### src/rtl/phys_reg_free_list_pkg.sv
// Shared rename-stage types: physical register ids, optional-register struct,
// free-list pointer type and pointer helpers used by phys_reg_free_list.
package mips_core;

  localparam int NUM_PHYS_REGS  = 64;
  localparam int FREE_LIST_SIZE = NUM_PHYS_REGS - 32;
  localparam int PHYS_REG_W     = $clog2(NUM_PHYS_REGS);
  localparam int FL_IDX_W       = $clog2(FREE_LIST_SIZE);
  localparam int FREE_COUNT_W   = $clog2(FREE_LIST_SIZE + 1);

  typedef logic [PHYS_REG_W-1:0]   PhysReg;
  typedef logic [FREE_COUNT_W-1:0] FreeCount;

  typedef struct packed {
    logic   valid;
    PhysReg preg;
  } opt_PhysReg;

  // Circular-buffer pointer with an extra wrap bit to tell full from empty.
  typedef struct packed {
    logic                wrap;
    logic [FL_IDX_W-1:0] idx;
  } FlPtr;

  function automatic FlPtr fl_ptr_inc(FlPtr p);
    FlPtr r;
    r = p;
    if (p.idx == FL_IDX_W'(FREE_LIST_SIZE - 1)) begin
      r.idx  = '0;
      r.wrap = ~p.wrap;
    end else begin
      r.idx = p.idx + FL_IDX_W'(1);
    end
    return r;
  endfunction

  function automatic FreeCount fl_distance(FlPtr from, FlPtr to);
    int d;
    if (from.wrap == to.wrap) d = int'(to.idx) - int'(from.idx);
    else                      d = FREE_LIST_SIZE + int'(to.idx) - int'(from.idx);
    return FreeCount'(d);
  endfunction

endpackage

### src/rtl/phys_reg_free_list_if.sv
// Hazard-control bundle; the free list only consumes the flush request.
interface hazard_control_ifc;
  logic flush;

  modport in  (input  flush);
  modport out (output flush);
endinterface

### src/rtl/phys_reg_free_list.sv
// Physical-register free list: speculative head, commit head and tail over a
// circular buffer. Define FREE_LIST_CHECK_EN to add the free-bitmap checker.
module phys_reg_free_list
  import mips_core::*;
(
  input  logic              clk,
  input  logic              rst_n,
  hazard_control_ifc.in     i_hc,
  input  logic              i_alloc_req,
  output opt_PhysReg        o_alloc,
  input  opt_PhysReg        i_free,
  output logic              o_empty,
  output FreeCount          o_free_count,
  output logic              o_error
);

  PhysReg   entries [FREE_LIST_SIZE];
  FlPtr     head_reg, commit_head_reg, tail_reg;
  FlPtr     flush_head;
  FreeCount count;
  logic     grant, overflow, do_free;

  assign count         = fl_distance(head_reg, tail_reg);
  assign o_empty       = (count == '0);
  assign o_free_count  = count;
  assign o_alloc.valid = !o_empty;
  assign o_alloc.preg  = entries[head_reg.idx];

  assign grant    = i_alloc_req && !o_empty && !i_hc.flush;
  assign overflow = i_free.valid && (count == FreeCount'(FREE_LIST_SIZE));
  assign do_free  = i_free.valid && !overflow;

  // A free retiring in the flush cycle has already consumed its allocation.
  assign flush_head = i_free.valid ? fl_ptr_inc(commit_head_reg) : commit_head_reg;

  always_ff @(posedge clk) begin
    if (!rst_n) begin
      head_reg        <= '0;
      commit_head_reg <= '0;
      tail_reg        <= '{wrap: 1'b1, idx: '0};
    end else begin
      if (i_hc.flush)  head_reg <= flush_head;
      else if (grant)  head_reg <= fl_ptr_inc(head_reg);
      if (i_free.valid) commit_head_reg <= fl_ptr_inc(commit_head_reg);
      if (do_free)      tail_reg <= fl_ptr_inc(tail_reg);
    end
  end

  always_ff @(posedge clk) begin
    for (int i = 0; i < FREE_LIST_SIZE; i++) begin
      if (!rst_n)
        entries[i] <= PhysReg'(32 + i);
      else if (do_free && (tail_reg.idx == FL_IDX_W'(i)))
        entries[i] <= i_free.preg;
    end
  end

`ifdef FREE_LIST_CHECK_EN
  logic [NUM_PHYS_REGS-1:0] free_map_reg, free_map_next;
  logic                     error_reg, error_next;
  FreeCount                 spec_count;

  assign spec_count = fl_distance(flush_head, head_reg);

  always_comb begin
    free_map_next = free_map_reg;
    error_next    = error_reg;
    if (grant) begin
      if (!free_map_reg[o_alloc.preg]) error_next = 1'b1;
      free_map_next[o_alloc.preg] = 1'b0;
    end
    if (i_free.valid) begin
      if (overflow || free_map_reg[i_free.preg]) error_next = 1'b1;
      if (!overflow) free_map_next[i_free.preg] = 1'b1;
    end
    // Speculative allocations discarded by a flush return to the free set.
    if (i_hc.flush) begin
      for (int i = 0; i < FREE_LIST_SIZE; i++) begin
        int off;
        off = (i - int'(flush_head.idx) + FREE_LIST_SIZE) % FREE_LIST_SIZE;
        if (off < int'(spec_count)) free_map_next[entries[i]] = 1'b1;
      end
    end
  end

  always_ff @(posedge clk) begin
    if (!rst_n) begin
      for (int i = 0; i < NUM_PHYS_REGS; i++) free_map_reg[i] <= (i >= 32);
      error_reg <= 1'b0;
    end else begin
      free_map_reg <= free_map_next;
      error_reg    <= error_next;
    end
  end

  assign o_error = error_reg;
`else
  assign o_error = 1'b0;
`endif

endmodule

### src/flat_wrapper.sv
// flat-port wrapper written by rule: the top's interface ports become plain ports
module phys_reg_free_list_flat import mips_core::*;
  (clk, rst_n, i_alloc_req, o_alloc, i_free, o_empty, o_free_count, o_error, i_hc_flush);
  hazard_control_ifc i_hc_i ();
  input  logic clk;
  input  logic rst_n;
  input  logic i_alloc_req;
  output opt_PhysReg o_alloc;
  input  opt_PhysReg i_free;
  output logic o_empty;
  output FreeCount o_free_count;
  output logic o_error;
  input wire logic [$bits(i_hc_i.flush)-1:0] i_hc_flush;
  assign i_hc_i.flush = i_hc_flush;
  phys_reg_free_list u_core (.clk(clk), .rst_n(rst_n), .i_hc(i_hc_i), .i_alloc_req(i_alloc_req), .o_alloc(o_alloc), .i_free(i_free), .o_empty(o_empty), .o_free_count(o_free_count), .o_error(o_error));
endmodule
### config.mk
export PLATFORM = sky130hd
export DESIGN_NAME = phys_reg_free_list_flat
export DESIGN_NICKNAME = d
export VERILOG_FILES = /design/src/rtl/phys_reg_free_list_pkg.sv /design/src/rtl/phys_reg_free_list_if.sv /design/src/rtl/phys_reg_free_list.sv /design/src/flat_wrapper.sv
export SDC_FILE = /design/constraint.sdc
export NUM_CORES = 1
export LEC_CHECK = 0
export ABC_AREA = 1
export BUFFER_PORTS_ARGS = -buffer_cell sky130_fd_sc_hd__buf_2
export CAP_MARGIN = 0
export CELL_PAD_IN_SITES_DETAIL_PLACEMENT = 0
export CELL_PAD_IN_SITES_GLOBAL_PLACEMENT = 2
export CORE_MARGIN = 2
export CORE_UTILIZATION = 28
export CTS_CLUSTER_SIZE = 14
export DETAILED_ROUTE_END_ITERATION = 8
export PLACE_DENSITY = 0.68
export SETUP_SLACK_MARGIN = 0.4
export SLEW_MARGIN = 10
export SYNTH_ARGS = -nofsm -noshare
export SYNTH_HDL_FRONTEND = slang
export SYNTH_SLANG_ARGS = --single-unit
### constraint.sdc
create_clock -name clk -period 4.35 [get_ports clk]
set_clock_uncertainty 0.15 [all_clocks]
set_input_delay 1.305 -clock clk [delete_from_list [all_inputs] [get_ports clk]]
set_output_delay 1.305 -clock clk [all_outputs]
set_load 0.1 [all_outputs]
### Yosys cells after proc, flatten, opt, wreduce, memory -nomap -nowiden

Memories as Yosys holds them, arrays and structs flattened. A register that Yosys moved wholly into a read port is not among the register bits.
Cells that the tools add are included.

| storage, ports and cells | value |
|---|---|
| register bits after elaboration | 18 |
| RAM bits | 192 |
| input port bits | 11 |
| output and inout port bits | 15 |
| memories kept | 1 |

| operators by class | value |
|---|---|
| add/sub/neg operators | 6 |
| equal/unequal tests | 35 |
| multiplexer cells | 140 |
| bitwise gates (word level) | 35 |
| reduce and logical (&&, ||, !) cells | 45 |

Memory list:

| memory | depth | bits a word | read ports | clocked after Yosys merged registers in | write ports | RTL line | source |
|---|---|---|---|---|---|---|---|
| u_core.entries | 32 | 6 | 1 | 1 | 32 | phys_reg_free_list.sv:17 | `PhysReg entries [FREE_LIST_SIZE];` |

Operators with widths:

| kind | count |
|---|---|
| 6-bit two-way mux | 36 |
| 1-bit two-way mux | 99 |
| 5-bit equality test (second input constant) | 18 |
| 5-bit by 4-bit equality test with 1-bit output (second input constant) | 8 |
| 1-bit logical AND | 36 |
| 1-bit OR | 32 |
| 5-bit two-way mux | 5 |
| 5-bit by 3-bit equality test with 1-bit output (second input constant) | 4 |
| 5-bit by 1-bit adder with 5-bit output (second input constant) | 3 |
| 5-bit by 2-bit equality test with 1-bit output (second input constant) | 2 |
| 6-bit by 5-bit adder with 6-bit output (first input constant) | 1 |
| 6-bit equality test (second input constant) | 1 |
| 6-bit zero test | 1 |
| 5-bit by 5-bit subtractor with 6-bit output | 1 |
| 6-bit subtractor | 1 |
| 5-bit by 1-bit equality test with 1-bit output (second input constant) | 1 |
| 5-bit zero test | 1 |
| 2-bit AND reduction | 2 |
| 2-bit nonzero test | 2 |
| 1-bit zero test | 3 |
| 1-bit NOT | 3 |
| 1-bit equality test | 1 |

### Logic depth before layout (Yosys ltp)

Gate-level depths: netlist of the first run.

| logic depth | value |
|---|---|
| word-level depth | 12 |
| mapped depth | 17 |

### Least setup slack after synthesis of the first run

Ideal clock, no wire load.

| timing path | value |
|---|---|
| path kind | reg2out |
| start point | register u_core.tail_reg[0] in the netlist's numbering |
| end point | output port o_empty |
| data arrival time | 3.712 ns |
| required time | 2.895 ns |
| setup slack | -0.817 ns |
| stages on the path, launching flop included | 11 |
| buffers on the path | 0 |
| cell sequence | dfxtp_1 inv_1 ha_1 fa_1 inv_1 nand3_1 nand3_1 nand2_1 nor2_1 nand2_1 inv_1 |

| on the way | value |
|---|---|
| longest elaborated chain between the ends | 4 |

RTL lines:

| item | RTL line | source |
|---|---|---|
| start, declared | phys_reg_free_list.sv:18 | `FlPtr head_reg, commit_head_reg, tail_reg;` |
| start signal, assigned | phys_reg_free_list.sv:40 | `tail_reg <= '{wrap: 1'b1, idx: '0};` |
| start signal, assigned | phys_reg_free_list.sv:45 | `if (do_free) tail_reg <= fl_ptr_inc(tail_reg);` |
| 6-bit by 5-bit adder with 6-bit output | phys_reg_free_list_pkg.sv:40 | `else d = FREE_LIST_SIZE + int'(to.idx) - int'(from.idx);` |
| 6-bit subtractor | phys_reg_free_list_pkg.sv:40 |  |
| 6-bit two-way mux (*) | phys_reg_free_list_pkg.sv:39 | `if (from.wrap == to.wrap) d = int'(to.idx) - int'(from.idx);` |
| named net o_free_count[4] | flat_wrapper.sv:11 | `output FreeCount o_free_count;` |
| 6-bit zero test (*) | phys_reg_free_list.sv:24 | `assign o_empty = (count == '0);` |
| end, declared | flat_wrapper.sv:10 | `output logic o_empty;` |

The timed path passes the listed nets; every way through them passes the cells marked *.

==> results of run 1 <==
==> repair_timing <==
action / in CTS / in global routing
resized for setup: 37 / 31
cloned: 2 / 0
setup endpoints to repair: 8 / 9
pin swaps: 1 / 7
setup buffers: 5 / 2
hold endpoints to repair: 0 / 0
hold buffers: 0 / 0
==> worst paths after layout <==
| path | cells past startpoint | endpoint | startpoint | slack, ps |
|---|---|---|---|---|
| setup / recovery | 10 | o_alloc[0] | flip-flop | 470 |
| hold / removal | 2 | u_core.tail_reg[5] | u_core.tail_reg[5] | 330 |
| setup reg to reg | 15 | u_core.entries[17][2] | u_core.tail_reg[0] | 740 |
| hold reg to reg | 2 | u_core.tail_reg[5] | u_core.tail_reg[5] | 330 |
==> cells in the mapped netlist <==
cell type / instances
nand4_1: 103
dfxtp_1: 23
o21a_1: 2
xor2_1: 1
buf_1: 4
nand2_4: 1
clkbuf_1: 69
o22ai_1: 14
mux2i_1: 2
edfxtp_1: 192
ha_1: 15
nand2_1: 76
o21ai_0: 143
nor2_2: 7
or2_2: 2
nor3_1: 3
inv_1: 60
clkinv_1: 4
inv_2: 3
buf_2: 16
fa_1: 1
nand3_2: 7
nand2_2: 3
nor3_2: 1
nand3_4: 2
o221ai_1: 34
buf_4: 4
conb_1: 1
nand3_1: 43
nor2_1: 224
buf_12: 1
a21oi_1: 25
nor2_4: 2
nor4_1: 1
a31oi_1: 5
a21oi_2: 2
buf_6: 4
==> critical path, delay by kind of cell, from the launching register on <==
kind / cells / cell delay, ps
flip-flops: 1 / 430
AND/OR/NAND/NOR: 3 / 260
AO/OA/AOI/OAI: 4 / 630
buffers and inverters: 3 / 580
==> logic make-up (layout without fill, tap and decap cells) <==
| group | count (synthesis) | in the layout |
|---|---|---|
| buf+inv | 165 | 192 |
| xor+xnor | 1 | 1 |
| other cells | 1 | 1 |
| simple gates | 475 | 475 |
| fa+ha+maj | 16 | 16 |
| mux | 2 | 2 |
| compound gates | 225 | 225 |
| flops | 215 | 215 |
==> layout make-up <==
| cell class | instances | share of cell area |
|---|---|---|
| Clock buffer | 28 | 0.05404 |
| Clock inverter | 18 | 0.008459 |
| Inverter | 67 | 0.02080 |
| Multi-Input combinational cell | 720 | 0.3127 |
| Sequential cell | 215 | 0.4958 |
| Tap cell | 511 | 0.05085 |
| Timing Repair Buffer | 79 | 0.05742 |
==> per-layer routing <==
layer | wire length (µm) | share of wire | up-vias
li1 | - | - | 3973
met1 | 15230 | 0.45 | 4081
met2 | 16310 | 0.48 | 233
met3 | 1471 | 0.043 | 52
met4 | 929 | 0.027 | 0
met5 | 0 | 0 | -
==> metrics by stage <==
step | hold WS, ps | total power, mW | cells
floorplan | 297.4 | 3.173 | 1100
global placement | 317.7 | 3.476 | 1583
detailed placement | 319.0 | 3.473 | 1583
CTS | 330.5 | 5.591 | 1636
global route | 374.7 | 5.790 | 1638
finish | 330.3 | 5.592 | 1638
==> power breakdown <==
group	internal, mW	switching, mW	total (mW)
logic	0.310	0.910	1.22
clock network	1.17	0.860	2.03
registers	2.30	0.0360	2.34
total	3.79	1.81	5.59
==> reports/qor.yml, run 1 <==
status:
  status: "complete, no violations"
clock_tree:
  cts.sinks: 215
  clockBufferDepth: 3
  htreeDepth: 1
  clkTransAtPathRegs_ps: 60
  worstSkewPairLatency_ps: 520
  cts-root-buf: "clkbuf_16"
  cts_buffers: 26
  tritoncts: "done"
synth:
  yosysTopAreaCell: "edfxtp_1"
  yosys.area_share.simple: 0.2087
  synth_top_area_frac: 0.5395
  ys_top_cells_by_area: "edfxtp_1 (54%), nor2_1 (7.9%), o21ai_0 (6.7%), nand4_1 (6.0%), dfxtp_1 (4.3%)"
  syn-num-nets: 1127
  muxShareOfSynthArea: 0.001873
  synth_cell_types: 37
  yosysSeqAreaShare: 0.5825
  syn_area_per_cell_um2: 9.716
  synth_top_family_by_area: "simple AND/OR/NAND/NOR gates"
  synth_xor_area_frac: 0.0008195
  ys_ff_latch: 215
  synth_fa_ha_area_frac: 0.01943
  ys.warnings.count: 0
  syn-cell-area_um2: 10690
  synthCells: 1100
  synth_compound_area_frac: 0.1207
timing:
  slew_headroom: 0.3743
  hold_violations: 0
  worst_slew_pin_slew_ps: 928.8
  maxSlewViolCount: 0
  rsz0062_at_grt: "true"
  worst_slack_ps: 469.5
  final.period_utilization: 0.8921
  tns_ps: 0
  max_freq_mhz: 257.7
  setup_viol: 0
  min_period_ps: 3880
cells_and_area:
  n_antenna_cell: 0
  final_cell_mix: "nor2_1 (223), edfxtp_1 (192), o21ai_0 (140)"
  largest_reg_flops: 192
  final_util: 0.3338
  multiInputGateArea_um2: 3931
  regMostFlops: "u_core.entries"
  drive_gt1_frac: 0.1615
  nets: 1136
  fillCellCount: 3923
  fin_area_um2: 12570
  area_delta_synth_final_pct: 17.64
  seqCellArea_um2: 6233
  final_common_cell: "nor2_1"
placement:
  dp_hpwl_um: 21790
  routabilityCongestion: 0.8061
  port_buffers: 24
  dpl_cell_area_um2: 11410
  detailedPlace.worstSlack_ps: 499.0
grt:
  grt-ovfl-total: 0
  grt_util_met1: 0.2362
  grt_usage: 0.1746
  use_met3: 0.02025
  antenna_found_initial: 0
  grt_pass1_vias: 8261
  busiest_layer: "met2"
  grt_pass1_wl_um: 51810
  grt_use_met2: 0.2949
  grt_max_degree: 74
setup_path:
  required_ps: 2890
  cp_slowest_stage_delay_ps: 430
  arrival_ps: 2430
  cp_slowest_cell: "dfxtp_4"
  crit_chain: "buf_12 -> buf_4 -> o21ai_0 -> o22ai_1 -> nor2_1 -> nor2_1 -> o21ai_0 -> nand2_1 -> o21a_2 -> buf_12"
  crit_path_start_kind: "flip-flop"
  worst_setup_path_end_kind: "output pin"
  cp_max_fo: 24
  worstSetupPathType: "reg -> out"
floorplanning:
  ios: 26
  dieArea_um2: 39750
  chipHeight_um: 199.4
  placement_rows: 71
  die_w_um: 199.4
  start_util: 0.2837
  core_area_um2: 37670
detailed_routing:
  drt-initial-drc-count: 714
  final_antenna_net_count: 0
  remaining_drc_errors: 0
  drt-pass1-iter-count: 5
  viasPerCell: 5.091
  vias: 8339
  drt-total-wl_um: 33940
  wl_per_cell_um: 20.72
hold_path:
  worstHoldPathType: "reg -> reg"
pwr:
  p_per_area_nw_per_um2: 444.8
  worst_ir_drop_vdd_mv: 0.2586
  p_leak_nw: 3.948
run:
  cap_violations: 0
Note: power is estimated with default switching activity, not from simulation.
==> run 2: changes to the inputs <==
--- a/config.mk
+++ b/config.mk
@@ -12,9 +12,9 @@
 export CELL_PAD_IN_SITES_GLOBAL_PLACEMENT = 2
 export CORE_MARGIN = 2
 export CORE_UTILIZATION = 28
-export CTS_CLUSTER_SIZE = 14
 export DETAILED_ROUTE_END_ITERATION = 8
 export PLACE_DENSITY = 0.68
+export RECOVER_POWER = 25
 export SETUP_SLACK_MARGIN = 0.4
 export SLEW_MARGIN = 10
 export SYNTH_ARGS = -nofsm -noshare
==> reports/qor.yml, run 2 (synthesized netlist as in run 1, its figures left out) <==
status:
  status: "complete, no violations"
cells_and_area:
  final_cell_mix: "nor2_1 (226), edfxtp_1 (192), o21ai_0 (141)"
  largest_reg_flops: 192  # unchanged
  final_common_cell: "nor2_1"
  regMostFlops: "u_core.entries"
  fillCellCount: 3933  # +0.25%
  area_delta_synth_final_pct: 17.22
  n_antenna_cell: 0  # unchanged
  drive_gt1_frac: 0.1491  # -0.01242
  nets: 1136  # unchanged
pwr:
  p_leak_nw: 3.939  # -0.22%
  p_seq_frac: 0.419  # about the same
  p_clk_frac: 0.365  # +0.002
  comb_power_share: 0.216  # -0.002
  switching_share: 0.3222  # -0.0006870
  worst_ir_drop_vdd_mv: 0.2587  # about the same
  p_per_area_nw_per_um2: 445.3  # +0.11%
  p_sw_mw: 1.798  # -0.46%
  p_int_mw: 3.781  # -0.15%
grt:
  grt_pass1_wl_um: 51810  # unchanged
  antenna_found_initial: 0  # unchanged
  grt-ovfl-total: 0  # unchanged
  grt_max_degree: 74  # unchanged
  grt_pass1_vias: 8261  # unchanged
  grt_usage: 0.1746  # unchanged
timing:
  setup_viol: 0  # unchanged
  worst_slew_pin_slew_ps: 1292  # +362.9 ps
  max_freq_mhz: 253.8  # -1.5%
  hold_slack_ps: 330.3  # -0.004000 ps
  rsz0062_at_grt: "true"
  slew_headroom: 0.1298  # -0.2445
  tns_ps: 0  # unchanged
  hold_violations: 0  # unchanged
  final.period_utilization: 0.9059  # +0.01383
  maxSlewViolCount: 0  # unchanged
  min_period_ps: 3941  # +60.18 ps
setup_path:
  cp_slowest_stage_delay_ps: 430  # about the same
  worst_setup_path_end_kind: "output pin"
  cp_top_family: "adder cells"
  worstSetupPathType: "reg -> out"
  crit_path_start_kind: "flip-flop"
  cp_max_fo: 5  # -79%
  cp_num_buf_inv: 4  # +1
  reg2reg_slack_ps: 630  # -110 ps
  required_ps: 2890  # about the same
  arrival_ps: 2490  # +60 ps
  cp_slowest_cell: "fa_1"
  crit_chain: "inv_1 -> ha_4 -> fa_1 -> inv_1 -> nand3_1 -> nand3_1 -> nand2_2 -> nor2_1 -> nand2_4 -> clkinvlp_4 -> buf_12"
floorplanning:
  chipHeight_um: 199.4  # unchanged
  ios: 26  # unchanged
  core_area_um2: 37670  # unchanged
  die_w_um: 199.4  # unchanged
  start_util: 0.2837  # unchanged
  dieArea_um2: 39750  # unchanged
  placement_rows: 71  # unchanged
run:
  cap_violations: 0  # unchanged
hold_path:
  worstHoldPathType: "reg -> reg"
detailed_routing:
  drt-pass1-iter-count: 5  # unchanged
  final_antenna_net_count: 0  # unchanged
  viasPerCell: 5.090  # about the same
  drt-initial-drc-count: 668  # -6.4%
  wl_per_cell_um: 20.73  # about the same
  vias: 8338  # -0.012%
  drt-total-wl_um: 33960  # about the same
  remaining_drc_errors: 0  # unchanged
clock_tree:
  cts.sinks: 215  # unchanged
  cts_buffers: 26  # unchanged
  worstSkewPairLatency_ps: 520  # about the same
  tritoncts: "done"
  htreeDepth: 1  # unchanged
  clkTransAtPathRegs_ps: 60  # about the same
  cts-root-buf: "clkbuf_16"
  clockBufferDepth: 3  # unchanged
placement:
  port_buffers: 24  # unchanged
  dp_hpwl_um: 21790  # unchanged
  routabilityCongestion: 0.8061  # unchanged
run 2: cell type report:
class / instances / area, µm² / share of cell area
Clock buffer: 28 / 679.4 / 0.05423
Clock inverter: 18 / 106.4 / 0.008489
Inverter: 67 / 261.5 / 0.02087
Multi-Input combinational cell: 720 / 3892 / 0.3107
Sequential cell: 215 / 6232 / 0.4975
Tap cell: 511 / 639.4 / 0.05103
Timing Repair Buffer: 79 / 716.9 / 0.05723
run 2: repair_timing:
item,CTS,global route
resized for setup,37,31
setup endpoints to repair,8,9
cloned,2,0
pin swaps,1,7
hold buffers,0,0
setup buffers,5,2
run 2: worst paths after layout:
path | to | cells after the start | startpoint
worst max-delay path | o_empty | 11 | u_core.tail_reg[0]
worst min-delay path | u_core.tail_reg[5] | 2 | u_core.tail_reg[5]
worst max register to register | u_core.entries[17][2] | 15 | u_core.tail_reg[0]
worst min register to register | u_core.tail_reg[5] | 2 | u_core.tail_reg[5]
run 2: power by group through the flow:
stage          Sequential, mW  Clock (mW)  Combinational, mW
2_1_floorplan            2.36           0              0.812
3_3_place_gp             2.38           0               1.09
3_5_place_dp             2.38           0               1.09
4_1_cts                  2.34        2.07               1.19
5_1_grt                  2.34        2.13               1.30
6_report                 2.34        2.03               1.21
run 2: worst reg2reg max path, stage by stage (launching register included):
cell	delay, ps
dfxtp_1	330
inv_1	120
ha_4	190
fa_1	430
inv_1	80
nand3_1	90
nand2_1	80
nand2_1	50
nand2_2	60
nor2_1	70
clkbuf_4	130
nand2_1	110
nand2_4	130
nor2_4	110
inv_1	330
o21ai_0	890
run 2: per-stage QoR:
stage,setup WS [ps],instances,utilization,cell area (µm²),power (mW)
2_1_floorplan,182.4,1100,-,10720,3.173
3_3_place_gp,494.8,1583,0.3029,11410,3.476
3_5_place_dp,499.0,1583,0.3029,11410,3.473
4_1_cts,368.3,1636,0.3306,12450,5.591
5_1_grt,210.0,1638,0.3326,12530,5.776
6_report,409.4,1638,0.3326,12530,5.578
run 2: layer usage:
layer | GRT usage | share of wire | vias to the layer above
met4 | 0.04966 | 0.027 | 0
met5 | 0 | 0 | -
met1 | 0.2362 | 0.45 | 4101
li1 | - | - | 3974
met2 | 0.2949 | 0.48 | 211
met3 | 0.02025 | 0.040 | 52
==> run 3: changes to the inputs <==
--- a/config.mk
+++ b/config.mk
@@ -6,6 +6,7 @@
 export NUM_CORES = 1
 export LEC_CHECK = 0
 export ABC_AREA = 1
+export ABC_CLOCK_PERIOD_IN_PS = 4350
 export BUFFER_PORTS_ARGS = -buffer_cell sky130_fd_sc_hd__buf_2
 export CAP_MARGIN = 0
 export CELL_PAD_IN_SITES_DETAIL_PLACEMENT = 0
@@ -13,10 +14,10 @@
 export CORE_MARGIN = 2
 export CORE_UTILIZATION = 28
 export DETAILED_ROUTE_END_ITERATION = 8
-export PLACE_DENSITY = 0.68
+export PLACE_DENSITY_LB_ADDON = 0.1
 export RECOVER_POWER = 25
 export SETUP_SLACK_MARGIN = 0.4
-export SLEW_MARGIN = 10
+export SLEW_MARGIN = 20
 export SYNTH_ARGS = -nofsm -noshare
 export SYNTH_HDL_FRONTEND = slang
 export SYNTH_SLANG_ARGS = --single-unit
==> reports/qor.yml, run 3 (synthesized netlist as in run 1, its figures left out) <==
status:
  status: "finished, violations left"
  violations: "max-capacitance violations, max-slew violations"
cells_and_area:
  final_cell_mix: "nor2_1 (225), edfxtp_1 (192), o21ai_0 (138)"
  final_util: 0.3341  # +0.001494
  largest_reg_flops: 192  # unchanged
  nets: 1129  # -0.62%
  final_common_cell: "nor2_1"
  regMostFlops: "u_core.entries"
  drive_gt1_frac: 0.1444  # -0.004683
  fin_area_um2: 12580  # +0.45%
  fillCellCount: 3900  # -0.84%
  stdcell_count: 1633  # -0.31%
  n_antenna_cell: 0  # unchanged
  area_delta_synth_final_pct: 17.75
timing:
  min_period_ps: 3936  # -4.494 ps
  final.period_utilization: 0.9049  # -0.001033
  max_freq_mhz: 254.1  # +0.11%
  setup_viol: 0  # unchanged
  hold_violations: 0  # unchanged
  maxSlewViolCount: 24  # +24
  slew_headroom: -0.03679  # -0.1666
  worst_slew_pin_slew_ps: 1555  # +263.5 ps
  tns_ps: 0  # unchanged
  rsz0062_at_grt: "true"
setup_path:
  cp_slowest_cell: "dfxtp_4"
  cp_num_buf_inv: 2  # -2
  crit_chain: "buf_8 -> o21ai_0 -> o22ai_1 -> o21ai_0 -> a21oi_2 -> buf_6"
  timing.rr.end: "u_core.entries[16][2]"
  worst_setup_path_end_kind: "output pin"
  arrival_ps: 2480  # about the same
  required_ps: 2890  # about the same
  worstSetupPathType: "reg -> out"
  cp_slowest_stage_delay_ps: 430  # about the same
  rr_worst_depth: 16  # +1
  regToRegStartpoint: "u_core.tail_reg[0]"
  cp_max_fo: 37  # +32
  cp_top_family: "compound AO/OA/AOI/OAI gates"
  reg2reg_slack_ps: 600  # -30 ps
  cpMostUsedCell: "o21ai_0"
  crit_path_start_kind: "flip-flop"
clock_tree:
  clkTransAtPathRegs_ps: 60  # about the same
  tritoncts: "done"
  htreeDepth: 1  # unchanged
  cts.sinks: 215  # unchanged
  clockBufferDepth: 3  # unchanged
  worstSkewPairLatency_ps: 550  # +30 ps
  cts-root-buf: "clkbuf_16"
  postCtsHoldBufs: 0  # unchanged
  cts_buffers: 26  # unchanged
pwr:
  worst_ir_drop_vdd_mv: 0.2492  # -3.7%
  power_mw: 5.869  # +5.2%
  p_per_area_nw_per_um2: 466.4  # +4.7%
  p_leak_nw: 3.965  # +0.65%
detailed_routing:
  drt-total-wl_um: 36020  # +6.1%
  remaining_drc_errors: 0  # unchanged
  drt-initial-drc-count: 483  # -28%
  wl_per_cell_um: 22.06  # +6.4%
  drt-pass1-iter-count: 5  # unchanged
  final_antenna_net_count: 0  # unchanged
  viasPerCell: 5.048  # -0.84%
  vias: 8243  # -1.1%
floorplanning:
  core_area_um2: 37670  # unchanged
  placement_rows: 71  # unchanged
  chipHeight_um: 199.4  # unchanged
  die_w_um: 199.4  # unchanged
  start_util: 0.2837  # unchanged
  ios: 26  # unchanged
  dieArea_um2: 39750  # unchanged
placement:
  dpl_cell_area_um2: 11390  # -0.11%
  dp_hpwl_um: 22740  # +4.4%
  port_buffers: 24  # unchanged
  routabilityCongestion: 0.7948  # -1.4%
  dp_cells: 1576  # -0.44%
hold_path:
  min-delay-start: "u_core.head_reg[2]"
  whs_path_depth: 2  # unchanged
  worstHoldPathType: "reg -> reg"
  worst_hold_path.endpoint: "u_core.head_reg[2]"
grt:
  grt_usage: 0.1848  # +0.01022
  grt_pass1_wl_um: 54550  # +5.3%
  grt_max_degree: 74  # unchanged
  antenna_found_initial: 2  # +2
  grt-ovfl-total: 0  # unchanged
  grt_pass1_vias: 8240  # -0.25%
run:
  cap_violations: 1  # +1
[run 3: cell types whose count changed in the layout (fill, tap and decap cells not counted), moves of 3 or more]
cell       delta
o221ai_1     +14
o221ai_2     -14
buf_4        -13
clkinv_1      -8
bufinv_16     +4
clkbuf_1      +4
a21oi_1       -3
a21oi_2       +3
clkinv_2      +3
o21ai_0       -3
o21ai_1       +3
[run 3: final cells by class]
cell class	instances	area (µm²)	area share
clock inverter	17	211.5	0.01680
timing repair buffer	72	713.2	0.05667
clock buffer	31	690.7	0.05488
inverter	67	261.5	0.02078
tap	511	639.4	0.05081
sequential	215	6236	0.4955
multi-input combinational	720	3832	0.3045
[run 3: worst min-delay path: cells and delay by family, from the launching register on]
family | cells | cell delay [ps]
flops | 1 | 330
compound gates | 1 | 60
simple gates | 1 | 90
[run 3: per-layer routing]
layer  part of all wire  global-route usage
met5            0.00036                   0
met4              0.022             0.05021
met3              0.037             0.02211
met2               0.45              0.2844
met1               0.49              0.2735
[run 3: worst max path at each step]
stage | endpoint | slack [ps] | cells past startpoint
final | o_alloc[4] | 410 | 6
after global routing | o_empty | 200 | 10
after CTS | o_alloc[5] | 370 | 10
after detailed placement | o_alloc[5] | 450 | 10
after global placement | o_alloc[5] | 440 | 10
after floorplan | o_empty | 180 | 11
[run 3: timing repair]
item | CTS | global route
gates cloned | 0 | 2
hold endpoints to repair | 0 | 0
resized for setup | 45 | 26
setup endpoints to repair | 9 | 10
buffers inserted | 7 | 0
pin swaps | 5 | 5
[run 3: metrics by stage]
stage | setup WS [ps] | hold slack, ps
floorplan | 182.4 | 297.4
global placement | 442.3 | 352.0
detailed placement | 447.1 | 357.7
CTS | 370.5 | 382.6
global route | 203.5 | 409.0
finish | 413.8 | 380.6
[run 3: power breakdown]
part | switching, mW | internal, mW
clock | 0.920 | 1.43
sequential | 0.0388 | 2.30
combinational | 0.893 | 0.289
